**config.mk**
```make
export PLATFORM = sky130hd
export DESIGN_NAME = ysyx_25030093_idu
export DESIGN_NICKNAME = d
export VERILOG_FILES = /design/src/rtl/ysyx_25030093_idu.sv
export SDC_FILE = /design/constraint.sdc
export NUM_CORES = 1
export LEC_CHECK = 0
export CORE_MARGIN = 4
export CORE_UTILIZATION = 50
export DETAILED_ROUTE_END_ITERATION = 12
export DONT_BUFFER_PORTS = 1
export PLACE_DENSITY_LB_ADDON = 0.05
export SLEW_MARGIN = 20
export SYNTH_ARGS = -nofsm -noshare
export SYNTH_HDL_FRONTEND = slang
export SYNTH_SLANG_ARGS = --single-unit
```
**constraint.sdc**
```tcl
create_clock -name clk -period 2.1 [get_ports clk]
set_input_delay 0.21 -clock clk [delete_from_list [all_inputs] [get_ports clk]]
set_output_delay 0.21 -clock clk [all_outputs]
set_load 0.005 [all_outputs]
```
**src/rtl/ysyx_25030093_idu.sv**
```systemverilog
// Instruction decode unit: single-entry pipeline register between IFU and EXU.
// Decodes RV32E instructions into class, register fields, funct bits and immediate.
module ysyx_25030093_idu #(
    parameter int NREG = 16
) (
    input  logic        clk,
    input  logic        rst,
    input  logic        in_valid,
    output logic        in_ready,
    input  logic [31:0] inst,
    input  logic [31:0] pc,
    input  logic        flush,
    output logic        out_valid,
    input  logic        out_ready,
    output logic [31:0] out_pc,
    output logic [3:0]  opclass,
    output logic [4:0]  rd,
    output logic [4:0]  rs1,
    output logic [4:0]  rs2,
    output logic [2:0]  funct3,
    output logic        f7b5,
    output logic [31:0] imm,
    output logic        illegal
);

    localparam logic [3:0] C_LUI = 4'd0, C_AUIPC = 4'd1, C_JAL = 4'd2, C_JALR = 4'd3,
                           C_BRANCH = 4'd4, C_LOAD = 4'd5, C_STORE = 4'd6, C_OPIMM = 4'd7,
                           C_OP = 4'd8, C_SYSTEM = 4'd9, C_ILL = 4'd15;

    function automatic logic idx_bad(input logic [4:0] idx);
        return int'(idx) >= NREG;
    endfunction

    logic        full_q, full_d;
    logic [31:0] pc_q, imm_q;
    logic [3:0]  cls_q;
    logic [4:0]  rd_q, rs1_q, rs2_q;
    logic [2:0]  f3_q;
    logic        f7b5_q, ill_q;

    logic [31:0] imm_i, imm_s, imm_b, imm_u, imm_j;
    logic [3:0]  dec_cls;
    logic [31:0] dec_imm;
    logic        use_rd, use_rs1, use_rs2, dec_f7b5, dec_bad;
    logic [4:0]  dec_rd, dec_rs1, dec_rs2;
    logic [6:0]  f7;
    logic [2:0]  f3;
    logic        accept;

    assign f3    = inst[14:12];
    assign f7    = inst[31:25];
    assign imm_i = {{20{inst[31]}}, inst[31:20]};
    assign imm_s = {{20{inst[31]}}, inst[31:25], inst[11:7]};
    assign imm_b = {{19{inst[31]}}, inst[31], inst[7], inst[30:25], inst[11:8], 1'b0};
    assign imm_u = {inst[31:12], 12'b0};
    assign imm_j = {{11{inst[31]}}, inst[31], inst[19:12], inst[20], inst[30:21], 1'b0};

    always_comb begin
        dec_cls  = C_ILL;
        dec_imm  = 32'd0;
        use_rd   = 1'b0;
        use_rs1  = 1'b0;
        use_rs2  = 1'b0;
        dec_f7b5 = 1'b0;
        dec_bad  = 1'b0;
        // Opcode includes inst[1:0], so non-32-bit encodings fall to default.
        case (inst[6:0])
            7'b0110111: begin dec_cls = C_LUI;   use_rd = 1'b1; dec_imm = imm_u; end
            7'b0010111: begin dec_cls = C_AUIPC; use_rd = 1'b1; dec_imm = imm_u; end
            7'b1101111: begin dec_cls = C_JAL;   use_rd = 1'b1; dec_imm = imm_j; end
            7'b1100111: begin dec_cls = C_JALR;  use_rd = 1'b1; use_rs1 = 1'b1; dec_imm = imm_i; end
            7'b1100011: begin
                dec_cls = C_BRANCH; use_rs1 = 1'b1; use_rs2 = 1'b1; dec_imm = imm_b;
                dec_bad = (f3 == 3'd2) || (f3 == 3'd3);
            end
            7'b0000011: begin
                dec_cls = C_LOAD; use_rd = 1'b1; use_rs1 = 1'b1; dec_imm = imm_i;
                dec_bad = (f3 == 3'd3) || (f3 == 3'd6) || (f3 == 3'd7);
            end
            7'b0100011: begin
                dec_cls = C_STORE; use_rs1 = 1'b1; use_rs2 = 1'b1; dec_imm = imm_s;
                dec_bad = (f3 > 3'd2);
            end
            7'b0010011: begin
                dec_cls = C_OPIMM; use_rd = 1'b1; use_rs1 = 1'b1; dec_imm = imm_i;
                dec_f7b5 = (f3 == 3'd1 || f3 == 3'd5) ? inst[30] : 1'b0;
            end
            7'b0110011: begin
                dec_cls = C_OP; use_rd = 1'b1; use_rs1 = 1'b1; use_rs2 = 1'b1;
                dec_f7b5 = inst[30];
                dec_bad = !((f7 == 7'h00) || (f7 == 7'h20 && (f3 == 3'd0 || f3 == 3'd5)));
            end
            7'b1110011: begin dec_cls = C_SYSTEM; use_rd = 1'b1; use_rs1 = 1'b1; end
            default:    dec_bad = 1'b1;
        endcase
        dec_rd  = use_rd  ? inst[11:7]  : 5'd0;
        dec_rs1 = use_rs1 ? inst[19:15] : 5'd0;
        dec_rs2 = use_rs2 ? inst[24:20] : 5'd0;
        if ((use_rd && idx_bad(dec_rd)) || (use_rs1 && idx_bad(dec_rs1)) ||
            (use_rs2 && idx_bad(dec_rs2)))
            dec_bad = 1'b1;
        if (dec_bad)
            dec_cls = C_ILL;
    end

    assign in_ready = !full_q || out_ready || flush;
    assign accept   = in_valid && in_ready && !flush;

    always_comb begin
        full_d = full_q;
        if (flush)
            full_d = 1'b0;
        else if (accept)
            full_d = 1'b1;
        else if (full_q && out_ready)
            full_d = 1'b0;
    end

    always_ff @(posedge clk) begin
        if (rst) begin
            full_q <= 1'b0;
            pc_q   <= 32'd0;
            imm_q  <= 32'd0;
            cls_q  <= 4'd0;
            rd_q   <= 5'd0;
            rs1_q  <= 5'd0;
            rs2_q  <= 5'd0;
            f3_q   <= 3'd0;
            f7b5_q <= 1'b0;
            ill_q  <= 1'b0;
        end else begin
            full_q <= full_d;
            if (accept) begin
                pc_q   <= pc;
                imm_q  <= dec_imm;
                cls_q  <= dec_cls;
                rd_q   <= dec_rd;
                rs1_q  <= dec_rs1;
                rs2_q  <= dec_rs2;
                f3_q   <= f3;
                f7b5_q <= dec_f7b5;
                ill_q  <= dec_bad;
            end
        end
    end

    assign out_valid = full_q;
    assign out_pc    = pc_q;
    assign opclass   = cls_q;
    assign rd        = rd_q;
    assign rs1       = rs1_q;
    assign rs2       = rs2_q;
    assign funct3    = f3_q;
    assign f7b5      = f7b5_q;
    assign imm       = imm_q;
    assign illegal   = ill_q;

endmodule
```
[Word-level counts from Yosys, hierarchy flattened]
Index checks and enable logic that the tools add are counted.
Storage, ports and cells
  bits of input ports: 69
  flip-flop bits (word level): 89
Cells by class
  multiplexer cells: 15
  reduce and logical (&&, ||, !) cells: 30
  eq/ne operators: 17
  magnitude comparators: 4
Operator list (count)
  one-hot mux 32 bit (5 select lines): 1
  one-hot mux 4 bit (10 select lines): 1
  == test 7 x 6 -> 1 bit, second input constant: 4
  == test 7 bit, second input constant: 4
  greater-or-equal comparator 5 bit, second input constant: 3
  two-way mux 5 bit: 3
  == test 7 x 5 -> 1 bit, second input constant: 2
  logical OR 1 bit: 10
  == test 3 bit, second input constant: 3
  OR reduction 8 bit: 1
  == test 7 x 2 -> 1 bit, second input constant: 1
  logical AND 1 bit: 7
  zero test 7 bit: 1
  two-way mux 1 bit: 7
  OR reduction 7 bit: 1
  == test 3 x 2 -> 1 bit, second input constant: 2
  OR reduction 3 bit: 2
  OR reduction 6 bit: 1
  one-hot mux 1 bit (5 select lines): 1
  two-way mux 4 bit: 1
  OR reduction 2 bit: 2
  == test 3 x 1 -> 1 bit, second input constant: 1
  > comparator 3 x 2 -> 1 bit, second input constant: 1
  zero test 1 bit: 3
  other kinds (3): 3

[Logic depth before layout (Yosys ltp)]
  depth after elaboration: 10
  depth in mapped cells: 8
  mapped depth without buffers: 5

[Least setup slack after synthesis]
Ideal clock, no wire load.
  path kind: reg-to-reg
  start: register full_q (netlist: out_valid)
  end: register cls_q[1] (netlist: opclass[1])
  setup slack: 0.537 ns
  period minus slack after synthesis: 1.563 ns
  required time: 1.962 ns
  data arrival time: 1.424 ns
  cell stages (with the launch flop): 7
  cell sequence: dfxtp_1 > nand2b_1 > nand2b_4 > buf_6 > a311o_1 > nor4_4 > a311oi_1
On the way
  cells in the longest elaborated chain, start to end: 5
Ends and longest elaborated chain
  from (decl): line 34  | logic full_q, full_d;
  from (signal assigned): line 132  | full_q <= full_d;
  zero test 1 bit: line 106  | assign in_ready = !full_q || out_ready || flush;
  logical OR 1 bit (2 in a row): line 106
  logical AND 1 bit (2 in a row): line 107  | assign accept = in_valid && in_ready && !flush;
  to (signal assigned): line 136  | cls_q <= dec_cls;
  to (decl): line 36  | logic [3:0] cls_q;
No other way between the ends.
A chain may end at the register's enable or synchronous reset.

[Final worst setup path]
  start: register full_q (netlist: out_valid)
  end: register pc_q[24] (netlist: out_pc[24])
On the way
  cells in the longest elaborated chain, start to end: 5
Ends and longest elaborated chain
  zero test 1 bit: line 106
  logical OR 1 bit (2 in a row): line 106
  logical AND 1 bit (2 in a row): line 107
  to (signal assigned): line 134  | pc_q <= pc;
  to (decl): line 35  | logic [31:0] pc_q, imm_q;
No other way between the ends.

==> impl_metrics.py <==
metrics = {
    "status": {
        "status": "complete, no violations",
    },
    "global_routing": {
        "grt_overflow": 0,
        "grt_max_degree": 81,
        "grt_pass1_wl_um": 17300,
        "grt_util_met2": 0.3767,
        "track_usage": 0.2416,
        "gr-usage-met3": 0.08761,
        "antenna_found_initial": 0,
        "grt_use_met1": 0.3012,
        "grt_most_used_layer": "met2",
        "grt_pass1_vias": 3436,
    },
    "sta": {
        "fmax_mhz": 546.1,
        "setup_viol": 0,
        "fin_tns_setup_ps": 0,
        "slew_headroom": 0.3797,
        "worst_pin_slew_ps": 926.4,
        "finClkSkew_ps": 9.605,
        "finalMaxSlewViolations": 0,
        "rsz0062_at_grt": "false",
        "finalHoldViolations": 0,
        "period_share": 0.8719,
        "finalWorstPathRequiredPeriod_ps": 1831,
    },
    "pwr": {
        "power_density_mw_per_mm2": 697.0,
        "p_leak_uw": 0.001650,
        "peakVddDrop_mv": 0.3267,
    },
    "place": {
        "gp_congestion": 0.8504,
        "hpwl_um": 7188,
        "placed_area_sq_mm": 0.003822,
        "portBuffers": 0,
        "dpl.cell_count": 542,
    },
    "drt": {
        "finalWirelength_um": 11180,
        "drt-initial-drc-count": 263,
        "via_per_inst": 5.777,
        "remaining_drc_errors": 0,
        "ant_nets": 0,
        "num_vias": 3547,
        "first_pass_iters": 4,
        "avgRoutedWirePerCell_um": 18.20,
    },
    "synth": {
        "synth_edf_count": 0,
        "synth.distinct_cells": 50,
        "syn_inst": 475,
        "async_flop_share": 0,
        "synth.yosys.seq_area_share": 0.4661,
        "syn_area_per_cell_sq_um": 8.047,
        "netlist_area_sq_mm": 0.003822,
        "synthFlopType": "dfxtp_1",
        "yosysWarnings": 0,
        "synth-seq-cells": 89,
        "synth_fp_nets": 544,
    },
    "floorplan": {
        "ioPinCount": 159,
        "num_rows": 31,
        "die-area_sq_mm": 0.009108,
        "die_h_um": 95.44,
        "start_util": 0.5214,
        "die_x_um": 95.44,
        "core-area_sq_mm": 0.007331,
    },
    "cells_and_area": {
        "fin_cells": 614,
        "syn_to_final_growth_pct": 19.90,
        "stdcell_area_sq_mm": 0.004583,
        "drive_above_1_share": 0.06408,
        "fin_nets": 579,
        "antenna_cells": 0,
        "layout_common_cells": "nand2_1 (100), dfxtp_1 (89), a21oi_1 (61), dlygate4sd3_1 (55), nor2_1 (48)",
        "layout_commonest_cell": "nand2_1",
    },
    "clock_tree": {
        "post_cts_buffers": 0,
        "clock_sinks": 89,
        "cts_max_path_buffers": 2,
        "cts-root-buf": "clkbuf_8",
        "numCtsBuffers": 9,
        "htreeDepth": 3,
        "clkTransAtPathRegs_ps": 90,
        "clk_latency_ps": 360,
        "cts_tree": "built",
    },
    "worst_setup_path": {
        "crit_type": "flop to flop",
        "cp.required_ps": 2410,
        "critPathCaptureType": "flop",
        "arrival_ps": 2140,
        "worstSetupStartpointType": "flop",
        "cp_max_fo": 24,
    },
    "min_path": {
        "hp-class": "input pin to flop",
    },
    "job": {
        "maxCapViolCount": 0,
    },
}
worst max-delay path, stage by stage, from the launching register on:
cell,delay (ps)
dfxtp_1,340
nand2b_1,160
nor2b_4,250
buf_4,290
nand2_1,90
a21oi_1,110
dlygate4sd3_1,540
worst paths after layout:
kind	endpoint	depth (start not counted)	from	slack, ps
max	out_pc[24]	6	out_valid	270
min	rs1[2]	2	inst[17]	10
max reg2reg	out_pc[24]	6	out_valid	270
min reg2reg	out_pc[0]	2	out_pc[0]	480
cell usage after synthesis, types with 2 or more instances:
| cell | count | area, sq um |
|---|---|---|
| nand2_1 | 100 | 375.4 |
| dfxtp_1 | 89 | 1782 |
| a21oi_1 | 61 | 305.3 |
| nor2_1 | 48 | 180.2 |
| clkbuf_1 | 20 | 75.07 |
| inv_1 | 16 | 60.06 |
| a22oi_1 | 14 | 105.1 |
| a32oi_1 | 14 | 122.6 |
| o22ai_1 | 11 | 68.82 |
| nor3_1 | 10 | 50.05 |
| o21ai_0 | 10 | 50.05 |
| buf_2 | 7 | 35.03 |
| buf_4 | 6 | 45.04 |
| nand2b_1 | 6 | 37.54 |
| a221oi_1 | 4 | 35.03 |
| nand3_1 | 4 | 20.02 |
| nor2b_1 | 4 | 25.02 |
| a31oi_1 | 3 | 18.77 |
| buf_1 | 3 | 11.26 |
| nand4_1 | 3 | 18.77 |
| a211oi_1 | 2 | 15.01 |
| a311oi_1 | 2 | 17.52 |
| a32o_1 | 2 | 20.02 |
| and2_1 | 2 | 12.51 |
| and3_1 | 2 | 12.51 |
| buf_6 | 2 | 22.52 |
| nand2b_4 | 2 | 27.53 |
| nand3b_1 | 2 | 15.01 |
| nor3b_1 | 2 | 15.01 |
| nor4_1 | 2 | 12.51 |
| o211ai_1 | 2 | 15.01 |
| o21bai_1 | 2 | 15.01 |
where the power goes:
| part | leakage [uW] | internal, uW | total (uW) | switching (uW) |
|---|---|---|---|---|
| clock network | 0.0000857 | 469 | 1080 | 609 |
| logic | 0.000841 | 163 | 349 | 186 |
| registers | 0.000723 | 1730 | 1770 | 34.9 |
through the flow:
stage                     hold WS (ps)  power (uW)  setup slack [ps]  utilization
after floorplan                  346.0        2033             537.1            -
after global placement           286.4        2037             428.7       0.5214
after detailed placement         288.6        2043             453.0       0.5214
after CTS                        10.05        3222             243.7       0.6252
after global routing             14.67        3334             116.1       0.6252
final                            14.49        3195             268.9       0.6252
timing repair:
action	CTS	global route
hold endpoints to repair	81	0
resized for setup	0	0
hold buffers	56	0
routing by layer:
layer | share of wire | wire length (um) | up-vias
li1 | - | - | 1723
met3 | 0.11 | 1242 | 20
met2 | 0.46 | 5181 | 154
met1 | 0.41 | 4542 | 1650
met5 | 0 | 0 | -
met4 | 0.019 | 209 | 0
cells by family after synthesis:
group           after synthesis  share of synthesized area
flops                        89                     0.4661
buf+inv                      54                    0.06514
simple gates                193                     0.2275
compound gates              138                     0.2390
xor+xnor                      1                   0.002292
cell type report:
| type | instances | area, sq um |
|---|---|---|
| Tap cell | 99 | 123.9 |
| Multi-Input combinational cell | 332 | 1799 |
| Sequential cell | 89 | 1782 |
| Clock inverter | 5 | 41.29 |
| Fill cell | 651 | 2748 |
| Timing Repair Buffer | 62 | 635.6 |
| Clock buffer | 11 | 141.4 |
| Inverter | 16 | 60.06 |
sequential cells by signal, summed over array words and instances, names as in the netlist, 3 cells and up:
name,count
opclass,4
out_pc,32
imm,32
rs1,5
rs2,5
funct3,3
rd,5
(Power assumes the default switching activity.)
